===== src/rtl/lsu_pkg.sv =====
// Shared definitions for the load/store unit: access size encodings, FSM
// state type and byte-enable helpers used by the FSM and the align datapath.
package lsu_pkg;

    localparam logic [1:0] SZ_B = 2'd0;
    localparam logic [1:0] SZ_H = 2'd1;
    localparam logic [1:0] SZ_W = 2'd2;
    localparam logic [1:0] SZ_D = 2'd3;

    typedef enum logic [1:0] {
        ST_IDLE  = 2'd0,
        ST_READ  = 2'd1,
        ST_WRITE = 2'd2,
        ST_RESP  = 2'd3
    } lsu_state_t;

    // Low address bits that must be zero for a naturally aligned access.
    function automatic logic [2:0] size_lsb_mask(input logic [1:0] size);
        logic [2:0] m;
        case (size)
            SZ_B:    m = 3'b000;
            SZ_H:    m = 3'b001;
            SZ_W:    m = 3'b011;
            default: m = 3'b111;
        endcase
        return m;
    endfunction

    // Byte enables within the doubleword for an access of 'size' at 'offset'.
    function automatic logic [7:0] byte_mask(input logic [1:0] size, input logic [2:0] offset);
        logic [7:0] base;
        case (size)
            SZ_B:    base = 8'h01;
            SZ_H:    base = 8'h03;
            SZ_W:    base = 8'h0F;
            default: base = 8'hFF;
        endcase
        return base << offset;
    endfunction

endpackage


===== src/rtl/lsu_align.sv =====
// Combinational byte lane logic: load extract/extend and store merge of the
// new bytes into the old doubleword.
module lsu_align
    import lsu_pkg::*;
(
    input  logic [63:0] ld_word,
    input  logic [1:0]  size,
    input  logic        ld_unsigned,
    input  logic [2:0]  offset,
    output logic [63:0] ld_data,
    input  logic [63:0] st_old,
    input  logic [63:0] st_wdata,
    output logic [63:0] st_word
);

    logic [63:0] ld_shift;
    logic [63:0] st_shift;
    logic [7:0]  st_mask;

    // Shift the addressed bytes down, truncate to size and extend.
    always_comb begin
        ld_shift = ld_word >> {offset, 3'b000};
        case (size)
            SZ_B:    ld_data = ld_unsigned ? {56'd0, ld_shift[7:0]}
                                           : {{56{ld_shift[7]}}, ld_shift[7:0]};
            SZ_H:    ld_data = ld_unsigned ? {48'd0, ld_shift[15:0]}
                                           : {{48{ld_shift[15]}}, ld_shift[15:0]};
            SZ_W:    ld_data = ld_unsigned ? {32'd0, ld_shift[31:0]}
                                           : {{32{ld_shift[31]}}, ld_shift[31:0]};
            default: ld_data = ld_shift;
        endcase
    end

    // Replace the enabled byte lanes of the old word with the shifted store data.
    always_comb begin
        st_shift = st_wdata << {offset, 3'b000};
        st_mask  = byte_mask(size, offset);
        st_word  = st_old;
        for (int i = 0; i < 8; i++) begin
            if (st_mask[i]) begin
                st_word[8*i +: 8] = st_shift[8*i +: 8];
            end
        end
    end

endmodule


===== src/rtl/lsu_mem_port.sv =====
// Load/store unit driving the data_memory port from the MEM stage.
// Build option: define LSU_ALIGN_CHECK_EN to flag misaligned accesses via
// resp_err; otherwise the offset is forced to natural alignment.
//
// state    | meaning
// ---------+--------------------------------------------------------------
// ST_IDLE  | ready, waiting for req_valid
// ST_READ  | memread; load data or old word (sub-doubleword store) captured
// ST_WRITE | memwrite of the fully merged doubleword held in a register
// ST_RESP  | resp_valid pulse, then back to idle
module lsu_mem_port
    import lsu_pkg::*;
#(
    parameter int IDX_W = 10
) (
    input  logic        clock,
    input  logic        reset,
    input  logic        req_valid,
    output logic        req_ready,
    input  logic        req_we,
    input  logic [1:0]  req_size,
    input  logic        req_unsigned,
    input  logic [63:0] req_addr,
    input  logic [63:0] req_wdata,
    output logic        resp_valid,
    output logic [63:0] resp_rdata,
    output logic        resp_err,
    output logic        stall,
    output logic        memread,
    output logic        memwrite,
    output logic [63:0] add,
    output logic [63:0] write_data,
    input  logic [63:0] read_data
);

    lsu_state_t       state_q, state_d;
    logic             we_q, we_d;
    logic [1:0]       size_q, size_d;
    logic             uns_q, uns_d;
    logic [2:0]       offset_q, offset_d;
    logic [IDX_W-1:0] idx_q, idx_d;
    logic [63:0]      wdata_q, wdata_d;
    logic [63:0]      wr_q, wr_d;
    logic [63:0]      rdata_q, rdata_d;

    logic             accept;
    logic [2:0]       req_lsb;
    logic [2:0]       req_offset;
    logic             req_misaligned;
    logic [63:0]      ld_data;
    logic [63:0]      st_word;
    logic             unused_addr_hi;

    // Index bits above the memory size are discarded (address wraps).
    assign unused_addr_hi = ^req_addr[63:IDX_W+3];

    assign accept  = req_valid & req_ready;
    assign req_lsb = size_lsb_mask(req_size);

`ifdef LSU_ALIGN_CHECK_EN
    logic err_q, err_d;
    assign req_offset     = req_addr[2:0];
    assign req_misaligned = |(req_addr[2:0] & req_lsb);
`else
    assign req_offset     = req_addr[2:0] & ~req_lsb;
    assign req_misaligned = 1'b0;
`endif

    lsu_align u_align (
        .ld_word     (read_data),
        .size        (size_q),
        .ld_unsigned (uns_q),
        .offset      (offset_q),
        .ld_data     (ld_data),
        .st_old      (read_data),
        .st_wdata    (wdata_q),
        .st_word     (st_word)
    );

    // State register; reset aborts any access immediately.
    always_ff @(posedge clock or posedge reset) begin
        if (reset) begin
            state_q <= ST_IDLE;
        end else begin
            state_q <= state_d;
        end
    end

    // Next-state logic.
    always_comb begin
        state_d = state_q;
        case (state_q)
            ST_IDLE: begin
                if (accept) begin
                    if (req_misaligned)                    state_d = ST_RESP;
                    else if (req_we && req_size == SZ_D)   state_d = ST_WRITE;
                    else                                   state_d = ST_READ;
                end
            end
            ST_READ:  state_d = we_q ? ST_WRITE : ST_RESP;
            ST_WRITE: state_d = ST_RESP;
            default:  state_d = ST_IDLE;
        endcase
    end

    // Request latches and captured data.
    always_ff @(posedge clock or posedge reset) begin
        if (reset) begin
            we_q     <= 1'b0;
            size_q   <= SZ_B;
            uns_q    <= 1'b0;
            offset_q <= 3'd0;
            idx_q    <= '0;
            wdata_q  <= 64'd0;
            wr_q     <= 64'd0;
            rdata_q  <= 64'd0;
`ifdef LSU_ALIGN_CHECK_EN
            err_q    <= 1'b0;
`endif
        end else begin
            we_q     <= we_d;
            size_q   <= size_d;
            uns_q    <= uns_d;
            offset_q <= offset_d;
            idx_q    <= idx_d;
            wdata_q  <= wdata_d;
            wr_q     <= wr_d;
            rdata_q  <= rdata_d;
`ifdef LSU_ALIGN_CHECK_EN
            err_q    <= err_d;
`endif
        end
    end

    // Latch the request on accept; in READ capture load data or the merged
    // store word so WRITE drives a complete doubleword from a register.
    always_comb begin
        we_d     = we_q;
        size_d   = size_q;
        uns_d    = uns_q;
        offset_d = offset_q;
        idx_d    = idx_q;
        wdata_d  = wdata_q;
        wr_d     = wr_q;
        rdata_d  = rdata_q;
`ifdef LSU_ALIGN_CHECK_EN
        err_d    = err_q;
`endif
        if (state_q == ST_IDLE && accept) begin
            we_d     = req_we;
            size_d   = req_size;
            uns_d    = req_unsigned;
            offset_d = req_offset;
            idx_d    = req_addr[IDX_W+2:3];
            wdata_d  = req_wdata;
            wr_d     = req_wdata;
            rdata_d  = 64'd0;
`ifdef LSU_ALIGN_CHECK_EN
            err_d    = req_misaligned;
`endif
        end else if (state_q == ST_READ) begin
            if (we_q) begin
                wr_d = st_word;
            end else begin
                rdata_d = ld_data;
            end
        end
    end

    // Outputs decoded from state; memory strobes fall as soon as reset hits.
    always_comb begin
        req_ready  = (state_q == ST_IDLE);
        memread    = (state_q == ST_READ);
        memwrite   = (state_q == ST_WRITE);
        resp_valid = (state_q == ST_RESP);
        add        = 64'd0;
        write_data = 64'd0;
        resp_rdata = 64'd0;
        resp_err   = 1'b0;
        if (state_q == ST_READ || state_q == ST_WRITE) begin
            add = {{(64-IDX_W){1'b0}}, idx_q};
        end
        if (state_q == ST_WRITE) begin
            write_data = wr_q;
        end
        if (state_q == ST_RESP) begin
            resp_rdata = rdata_q;
`ifdef LSU_ALIGN_CHECK_EN
            resp_err   = err_q;
`endif
        end
        stall = (req_valid & ~req_ready) | (state_q != ST_IDLE);
    end

endmodule


===== config.mk =====
export PLATFORM = sky130hd
export DESIGN_NAME = lsu_mem_port
export DESIGN_NICKNAME = d
export VERILOG_FILES = /design/src/rtl/lsu_pkg.sv /design/src/rtl/lsu_align.sv /design/src/rtl/lsu_mem_port.sv
export SDC_FILE = /design/constraint.sdc
export NUM_CORES = 1
export LEC_CHECK = 0
export CAP_MARGIN = 30
export CORE_ASPECT_RATIO = 2
export CORE_MARGIN = 10
export CORE_UTILIZATION = 49
export CTS_CLUSTER_DIAMETER = 100
export DETAILED_ROUTE_END_ITERATION = 8
export PLACE_DENSITY_LB_ADDON = 0.2
export SYNTH_ARGS = -nofsm -noshare
export SYNTH_HDL_FRONTEND = slang
export SYNTH_SLANG_ARGS = --single-unit

===== constraint.sdc =====
create_clock -name clock -period 9.8 [get_ports clock]
set_input_delay 1.96 -clock clock [delete_from_list [all_inputs] [get_ports clock]]
set_output_delay 1.96 -clock clock [all_outputs]
set_load 0.005 [all_outputs]

==> results of run 1 <==
==> cells in the final DEF (no fill, tap or decap), types with 10 or more instances in the layout <==
cell type / Yosys / final
a211oi_1: 29 / 29
a21oi_1: 99 / 99
a221o_1: 10 / 10
a22oi_1: 10 / 10
a31oi_1: 14 / 14
a32oi_1: 12 / 12
and2_1: 144 / 144
buf_4: 61 / 25
clkbuf_16: 0 / 19
clkdlybuf4s50_1: 0 / 290
conb_1: 1 / 55
dfrtp_1: 211 / 209
inv_1: 19 / 16
mux2_2: 43 / 43
mux2i_1: 58 / 58
mux4_2: 31 / 31
nand2_1: 371 / 370
nor2_1: 78 / 78
nor2b_1: 25 / 24
o211ai_1: 30 / 30
o21ai_0: 107 / 107
o21ai_2: 13 / 13
==> cell usage after synthesis, drive strengths merged (3+ instances only) <==
cell type and count:
a2111oi 6, a211oi 36, a21boi 8, a21oi 101
a221o 10, a221oi 10, a22oi 10, a2bb2oi 4
a31oi 15, a32oi 12, and2 147, buf 102
clkbuf 84, dfrtp 211, ha 5, inv 19
mux2 46, mux2i 58, mux4 31, nand2 371
nand2b 7, nand3 5, nor2 79, nor2b 25
nor3 5, o211ai 30, o21ai 120, o221ai 7
o22ai 5, o311ai 3, o31ai 15, or2 4
or3 9
==> worst register-to-register path, stage by stage, from the launching register on <==
cell and delay [ns]:
dfrtp_2 0.81, buf_4 0.72, or2_2 0.56, o22ai_1 0.24
nor4_4 0.58, a311oi_4 0.04, buf_4 0.33, o31ai_2 0.32
==> stage by stage <==
stage,power (mW),cells,hold WS (ns),setup WS (ns)
after global routing,5.98,2200,0.497,5.12
after global placement,4.70,2156,0.452,4.83
after detailed placement,4.76,2159,0.455,4.80
after floorplan,3.62,1674,0.438,2.07
final,5.65,2200,0.469,5.29
after CTS,5.60,2193,0.472,5.28
==> cells by family after synthesis <==
logic type                 Yosys count  share of synthesized area (%)
other                                1                         0.0268
DFF                                211                           37.7
AOI/OAI and AO/OA                  406                           19.5
muxes                              135                           12.9
and+or+nand+nor                    657                           21.5
buffers and inverters              205                           7.98
adders and majority gates            5                          0.447
==> path summary, 6_finish.rpt <==
path                            endpoint  slack (ns)
hold reg to reg                 idx_q[6]        0.47
max in group asynchronous       idx_q[8]        6.56
setup / recovery           resp_rdata[7]        5.29
setup reg to reg             rdata_q[60]        6.12
min in group asynchronous       idx_q[4]        1.76
hold / removal                  idx_q[6]        0.47
==> state kept, by name, summed over array words and instances, names as in the netlist <==
name / flops
idx_q: 10
size_q: 2
offset_q: 3
uns_q: 1
state_q: 2
rdata_q: 64
wdata_q: 64
wr_q: 64
we_q: 1
==> area by class of cell <==
cell class,instances,area share [%]
antenna,4,0.0573
clock buffer,20,2.74
clock inverter,14,1.05
inverter,19,0.451
multi-input combinational,1258,44.8
sequential,211,30.3
tap,356,2.55
timing repair buffer,318,18.1
==> per-layer routing <==
metal  wire length, um  track usage [%]  vias up
li1                  -                -     5934
met1             19100             31.8     6417
met3              3900             5.24      217
met5                 0                0        -
met4              5550             25.1        0
met2             29100             52.6      723
==> power breakdown <==
group,switching [mW],total (mW),internal [mW]
registers,0.410,1.68,1.27
clock network,0.360,0.825,0.465
logic,1.83,3.15,1.32
==> impl_metrics.ini, run 1 <==
[global_routing]
grt-ovfl-total = 0
grt_pass1_wl_mm = 85.0
grtUsageTotal_pct = 30.5
antenna_found_initial = 4
grt_max_degree = 138
grt_pass1_vias = 13495

[sta]
fmax_mhz = 221
report.final.slew_viol_count = 0
fin_skew_ns = 0.00919
final_hold_viol_count = 0
slew_headroom_pct = 32.2
fin_crit_sh_pct = 46.1
fin_tns_setup_ns = 0
tightest_slew_ns = 1.02
rsz0062_at_grt = no
fin_crit_ns = 4.51
setup_viol = 0

[yosys]
synth.avg_cell_area_um2 = 8.65
synth_cells = 1620
synth_area_um2 = 14000
synth_top_cell_by_area = dfrtp_1
synth.top_cell.area_share_pct = 37.7
synth_area_leaders = dfrtp_1, nand2_1, and2_1, mux4_2, mux2i_1
yosys_most_used_dff = dfrtp_1
synth_edf_count = 0
synth-seq-cells = 211
synth_async_sr_flop_share_pct = 100
yosysUniqueCellTypes = 66
ys_warn_count = 0
yosysSeqAreaShare_pct = 37.7

[worst_setup_path]
crit_required_ns = 7.84
crit_family = buffers and inverters
critPathMaxStageDelay_ns = 0.56
worst-path-stages = 4
end_kind = primary output
critPathArrivalTime_ns = 2.55
cp-startpoint = state_q[0]
regToRegStartpoint = offset_q[1]
worst-setup-path-type = reg2out
crit_buf_inv = 2
worstPathCellList = ha_1 -> buf_4 -> and2_1 -> clkdlybuf4s50_1
reg2regPathDepth = 7
critPathSlowestCell = clkdlybuf4s50_1
critPathMaxFanout = 57
startpoint_type = flip-flop

[routing]
drt-initial-drc-count = 1191
viasPerCell = 6.04
num_vias = 13291
avgRoutedWirePerCell_um = 26.2
routed_wl_mm = 57.6
drcViolationCount = 0
ant_nets = 0
drtPass1Iterations = 6

[floorplan]
fp.dieW_um = 140
fp-row-count = 87
fp.dieArea_um2 = 36200
die_h_um = 259
core_um2 = 28200
io_pins = 397
start_util_pct = 49.7

[clock_network]
ctsResizeCount = 0
cts.clk_slew.worst_paths_ns = 0.07
clock_path_buffers = 3
cts_made_buffers = 19
clock_sinks = 211
h-tree-depth = 1
ctsHoldBuffers = 0
insertion_delay_ns = 0.52
cts_root_buffer = clkbuf_16
post-cts-setup-buffer-count = 0
tritoncts = done

[layout]
fin_util_pct = 62.0
fin_nets = 2031
fin_area_um2 = 17500
multiInputGateArea_um2 = 7830
fillCellCount = 2495
drive_above_1_share_pct = 9.89
areaGrowthSynthToFinish_pct = 24.7
seq_area_um2 = 5290

[placement]
gp_congestion = 1.05
placed_area_um2 = 16700
detailed_place_hpwl_mm = 43.6
port_buffers = 290

[worst_hold_path]
worstHoldStart = idx_q[6]
hold_class = reg2reg
hold_depth = 2

[power_and_ir_drop]
ir_drop_mv = 0.213
p_leak_nw = 7.34
cellPowerDensity_nw_per_um2 = 324

[flow_run]
maxCapViolCount = 0

[outcome]
status = complete, no violations
No activity file was read; power rests on OpenSTA's default activity.
==> run 2, diff against run 1 <==
CORE_UTILIZATION = 44   (was 49)
clock period = 3.8 ns   (was 9.8 ns; I/O delays follow)
==> run 2 against run 1 <==
Against the previous run:
- sequential share of layout area fell by 0.58 points
- utilization shrank 5.5 points
- worst setup slack worse by 4.8 ns
- clock skew increased by 0.013 ns
- routed wire length grew 3.9%
- critical path type unchanged
==> impl_metrics.ini, run 2 (synthesis gave the netlist of run 1 again) <==
[global_routing]
grt-ovfl-total = 0
grtUsageTotal_pct = 29.0
grt_max_degree = 96
antenna_found_initial = 8
grt_pass1_vias = 13867
grt_pass1_wl_mm = 88.9

[outcome]
status = complete, no violations

[layout]
areaGrowthSynthToFinish_pct = 27.1
final_common_cell = nand2_1
final_cells = 2300
final_cell_mix = nand2_1, clkdlybuf4s50_1, dfrtp_1
drive_above_1_share_pct = 11.2
top_regs = rdata_q (64), wdata_q (64), wr_q (64)
fin_nets = 2059
fin_area_um2 = 17800

[floorplan]
io_pins = 397
fp.dieArea_um2 = 39800
die_h_um = 272
fp.dieW_um = 146
core_um2 = 31500
fp-row-count = 92
start_util_pct = 44.4

[sta]
tightest_slew_ns = 0.892
fin_crit_ns = 3.27
report.final.slew_viol_count = 0
rsz0062_at_grt = no
final_hold_viol_count = 0
fin_tns_setup_ns = 0
fmax_mhz = 306
slew_headroom_pct = 39.9
fin_skew_ns = 0.0221
setup_viol = 0
fin_crit_sh_pct = 86.1

[clock_network]
post-cts-setup-buffer-count = 0
cts_root_buffer = clkbuf_16
clock_sinks = 211
cts.clk_slew.worst_paths_ns = 0.07
ctsHoldBuffers = 0
insertion_delay_ns = 0.53
clock_path_buffers = 3
h-tree-depth = 1
cts_made_buffers = 20
ctsResizeCount = 0
tritoncts = done

[routing]
viasPerCell = 5.79
num_vias = 13310
ant_nets = 0
drt-initial-drc-count = 1123
drtPass1Iterations = 6
avgRoutedWirePerCell_um = 26.0
drcViolationCount = 0
routed_wl_mm = 59.8

[worst_setup_path]
critPathArrivalTime_ns = 2.51
crit_required_ns = 3.04
worst-setup-path-type = reg2out
end_kind = primary output
startpoint_type = flip-flop
critPathMaxFanout = 66

[placement]
gp_congestion = 0.979
placed_area_um2 = 17100
port_buffers = 290
place_inst = 2256
detailed_place_hpwl_mm = 46.8

[power_and_ir_drop]
p_leak_nw = 7.50
cellPowerDensity_nw_per_um2 = 832
p_total_mw = 14.8
ir_drop_mv = 0.418

[worst_hold_path]
hold_class = reg2reg

[flow_run]
maxCapViolCount = 0
run 2: path summary, 6_finish.rpt:
path	start	end	slack, ns	depth (start not counted)
hold reg to reg	idx_q[1]	idx_q[1]	0.47	2
setup / recovery	state_q[0]	write_data[36]	0.53	5
max in group asynchronous	reset	offset_q[1]	2.30	3
min in group asynchronous	reset	rdata_q[13]	0.76	2
setup reg to reg	offset_q[0]	wr_q[63]	0.88	6
hold / removal	idx_q[1]	idx_q[1]	0.47	2
run 2: stage by stage:
stage / utilization [%] / hold slack (ns) / setup slack (ns)
after detailed placement: 54.2 / 0.454 / 0.734
final: 56.5 / 0.471 / 0.527
after CTS: 56.4 / 0.471 / 0.493
after floorplan: - / 0.438 / 0.298
after global routing: 56.5 / 0.493 / 0.383
after global placement: 54.2 / 0.453 / 0.756
run 2: where the power goes:
part	total, mW	leakage, nW	internal (mW)	switching [mW]
combinational	8.31	4.53	3.54	4.77
sequential	4.38	2.64	3.28	1.10
clock	2.13	0.326	1.18	0.953
run 2: critical path: stages (launching register included):
cell             delay, ns
dfrtp_1               0.40
inv_1                 0.13
ha_1                  0.16
buf_4                 0.46
and2_1                0.23
clkdlybuf4s50_1       0.54
run 2: routing by layer:
| metal | global-route usage (%) | up-vias | wire length (um) |
|---|---|---|---|
| met5 | 0 | - | 0 |
| met4 | 25.7 | 0 | 5880 |
| met3 | 4.55 | 217 | 3390 |
| met2 | 50.4 | 671 | 30500 |
| met1 | 29.5 | 6418 | 20100 |
| li1 | - | 6004 | - |
run 2: area by class of cell:
class	instances	area (um^2)
well taps	423	529
repair buffers	345	3390
flip-flops and latches	211	5290
inverters	19	75.1
clock inverters	12	133
clock buffers	24	547
multi-input cells	1258	7830
fillers	3058	13700
diodes	8	20.0
==> run 3, diff against run 2 <==
==> constraint.sdc (replaced) <==
create_clock -name clock -period 3.8 [get_ports clock]
set_input_delay 1.14 -clock clock [delete_from_list [all_inputs] [get_ports clock]]
set_output_delay 1.14 -clock clock [all_outputs]
set_load 0.005 [all_outputs]
==> run 3 against run 2 <==
Against the previous run:
- final area increased by 0.11%
- worst hold slack got worse by 0.0019 ns
- clock power increased by 4%
- count of clock-buffer cells in the layout unchanged
- via count about the same
- utilization increased by 0.063 points
- die area unchanged
- global-route usage increased by 0.50 points
- clock skew decreased by 0.0075 ns
==> impl_metrics.ini, run 3 (synthesis gave the netlist of run 1 again) <==
[layout]
final_common_cell = nand2_1
fin_nets = 2057
fin_util_pct = 56.5
areaGrowthSynthToFinish_pct = 27.2
fillCellCount = 2984
drive_above_1_share_pct = 11.2
multiInputGateArea_um2 = 7830
top_regs = rdata_q (64), wdata_q (64), wr_q (64)
seq_area_um2 = 5290
final_cell_mix = nand2_1, clkdlybuf4s50_1, dfrtp_1

[sta]
tightest_slew_ns = 1.00
fmax_mhz = 279
setup_viol = 0
fin_ws_ns = 0.211
fin_crit_sh_pct = 94.4
slew_headroom_pct = 33.2
fin_skew_ns = 0.0146
fin_crit_ns = 3.59
fin_tns_setup_ns = 0
rsz0062_at_grt = no
whs_ns = 0.469
final_hold_viol_count = 0
report.final.slew_viol_count = 0

[worst_setup_path]
worst-setup-path-type = reg2out
reg2reg_slack_ns = 0.87
critPathSlowestCell = clkdlybuf4s50_1
end_kind = primary output
worstPathCellList = ha_1 -> buf_4 -> and2_1 -> clkdlybuf4s50_1
startpoint_type = flip-flop
critPathMaxFanout = 57
critPathArrivalTime_ns = 2.45
crit_required_ns = 2.66
critPathMaxStageDelay_ns = 0.53

[floorplan]
start_util_pct = 44.4
fp.dieW_um = 146
fp.dieArea_um2 = 39800
die_h_um = 272
core_um2 = 31500
fp-row-count = 92
io_pins = 397

[clock_network]
cts_made_buffers = 20
ctsResizeCount = 0
tritoncts = done
clock_sinks = 211
h-tree-depth = 1
ctsHoldBuffers = 0
post-cts-setup-buffer-count = 0
cts.clk_slew.worst_paths_ns = 0.07
insertion_delay_ns = 0.53
clock_path_buffers = 3
cts_root_buffer = clkbuf_16

[global_routing]
grt-ovfl-total = 0
grt_pass1_vias = 13870
grt_use_met2_pct = 53.4
antenna_found_initial = 5
grtUsageTotal_pct = 29.5
grt_pass1_wl_mm = 89.8
grt_max_degree = 102
gr-usage-met1_pct = 29.9
busiest_layer = met2
grt_use_met3_pct = 4.63

[power_and_ir_drop]
ir_drop_mv = 0.426
p_switching_mw = 6.88
p_int_mw = 8.07
switching_share_pct = 46.0
cellPowerDensity_nw_per_um2 = 839
p_clk_share_pct = 14.8
p_comb_share_pct = 56.0
p_leak_nw = 7.51
p_seq_share_pct = 29.3
p_total_mw = 15.0

[routing]
drtPass1Iterations = 6
avgRoutedWirePerCell_um = 26.5
ant_nets = 0
viasPerCell = 5.81
routed_wl_mm = 60.8
num_vias = 13323
drt-initial-drc-count = 1119
drcViolationCount = 0

[placement]
pre_cts_slack_ns = 0.334
gp_congestion = 0.956
detailed_place_hpwl_mm = 46.9
port_buffers = 290

[outcome]
status = complete, no violations

[flow_run]
maxCapViolCount = 0

[worst_hold_path]
hold_class = reg2reg
-- run 3: changes by cell type in the layout (fill, tap and decap cells not counted), moves of 2 or more --
cell / change
clkinv_2: +3
clkinvlp_4: -2
buf_4: -4
diode_2: -3
-- run 3: worst max-delay path: cells and delay by family, from the launching register on --
kind                       cells  cell delay [ns]
buffers and inverters          2             0.94
DFF                            1             0.38
adders and majority gates      1             0.35
and+or+nand+nor                1             0.24
-- run 3: path summary, 6_finish.rpt --
kind | start | end | depth (start not counted)
min in group asynchronous | reset | rdata_q[2] | 3
worst max-delay path | state_q[0] | resp_rdata[31] | 4
worst max register to register | offset_q[1] | rdata_q[54] | 7
worst min-delay path | rdata_q[32] | rdata_q[32] | 2
worst min register to register | rdata_q[32] | rdata_q[32] | 2
max in group asynchronous | reset | offset_q[0] | 3
-- run 3: area by class of cell --
cell class | instances | share of cell area (%)
antenna | 5 | 0.0702
inverter | 19 | 0.421
multi-input combinational | 1258 | 43.9
tap | 423 | 2.97
clock inverter | 12 | 0.814
clock buffer | 24 | 3.12
sequential | 211 | 29.6
timing repair buffer | 343 | 19.0
-- run 3: power by group through the flow --
stage	clock network [mW]	logic, mW	registers (mW)
6_report	2.21	8.37	4.38
3_3_place_gp	0	8.15	4.33
2_1_floorplan	0	5.59	3.75
5_1_grt	2.31	9.03	4.46
3_5_place_dp	0	8.25	4.37
4_1_cts	2.23	8.31	4.33
-- run 3: per-stage QoR --
step / cell area [um^2] / instances
after global routing: 17800 / 2295
after CTS: 17800 / 2290
after detailed placement: 17100 / 2254
final: 17800 / 2295
after floorplan: 14200 / 1674
after global placement: 17100 / 2253
-- run 3: per-layer routing --
metal | wire, um | vias up | part of all wire [%]
li1 | - | 5989 | -
met1 | 20600 | 6528 | 34
met2 | 31800 | 641 | 52
met3 | 3460 | 165 | 5.7
met4 | 4840 | 0 | 8.0
met5 | 0 | - | 0
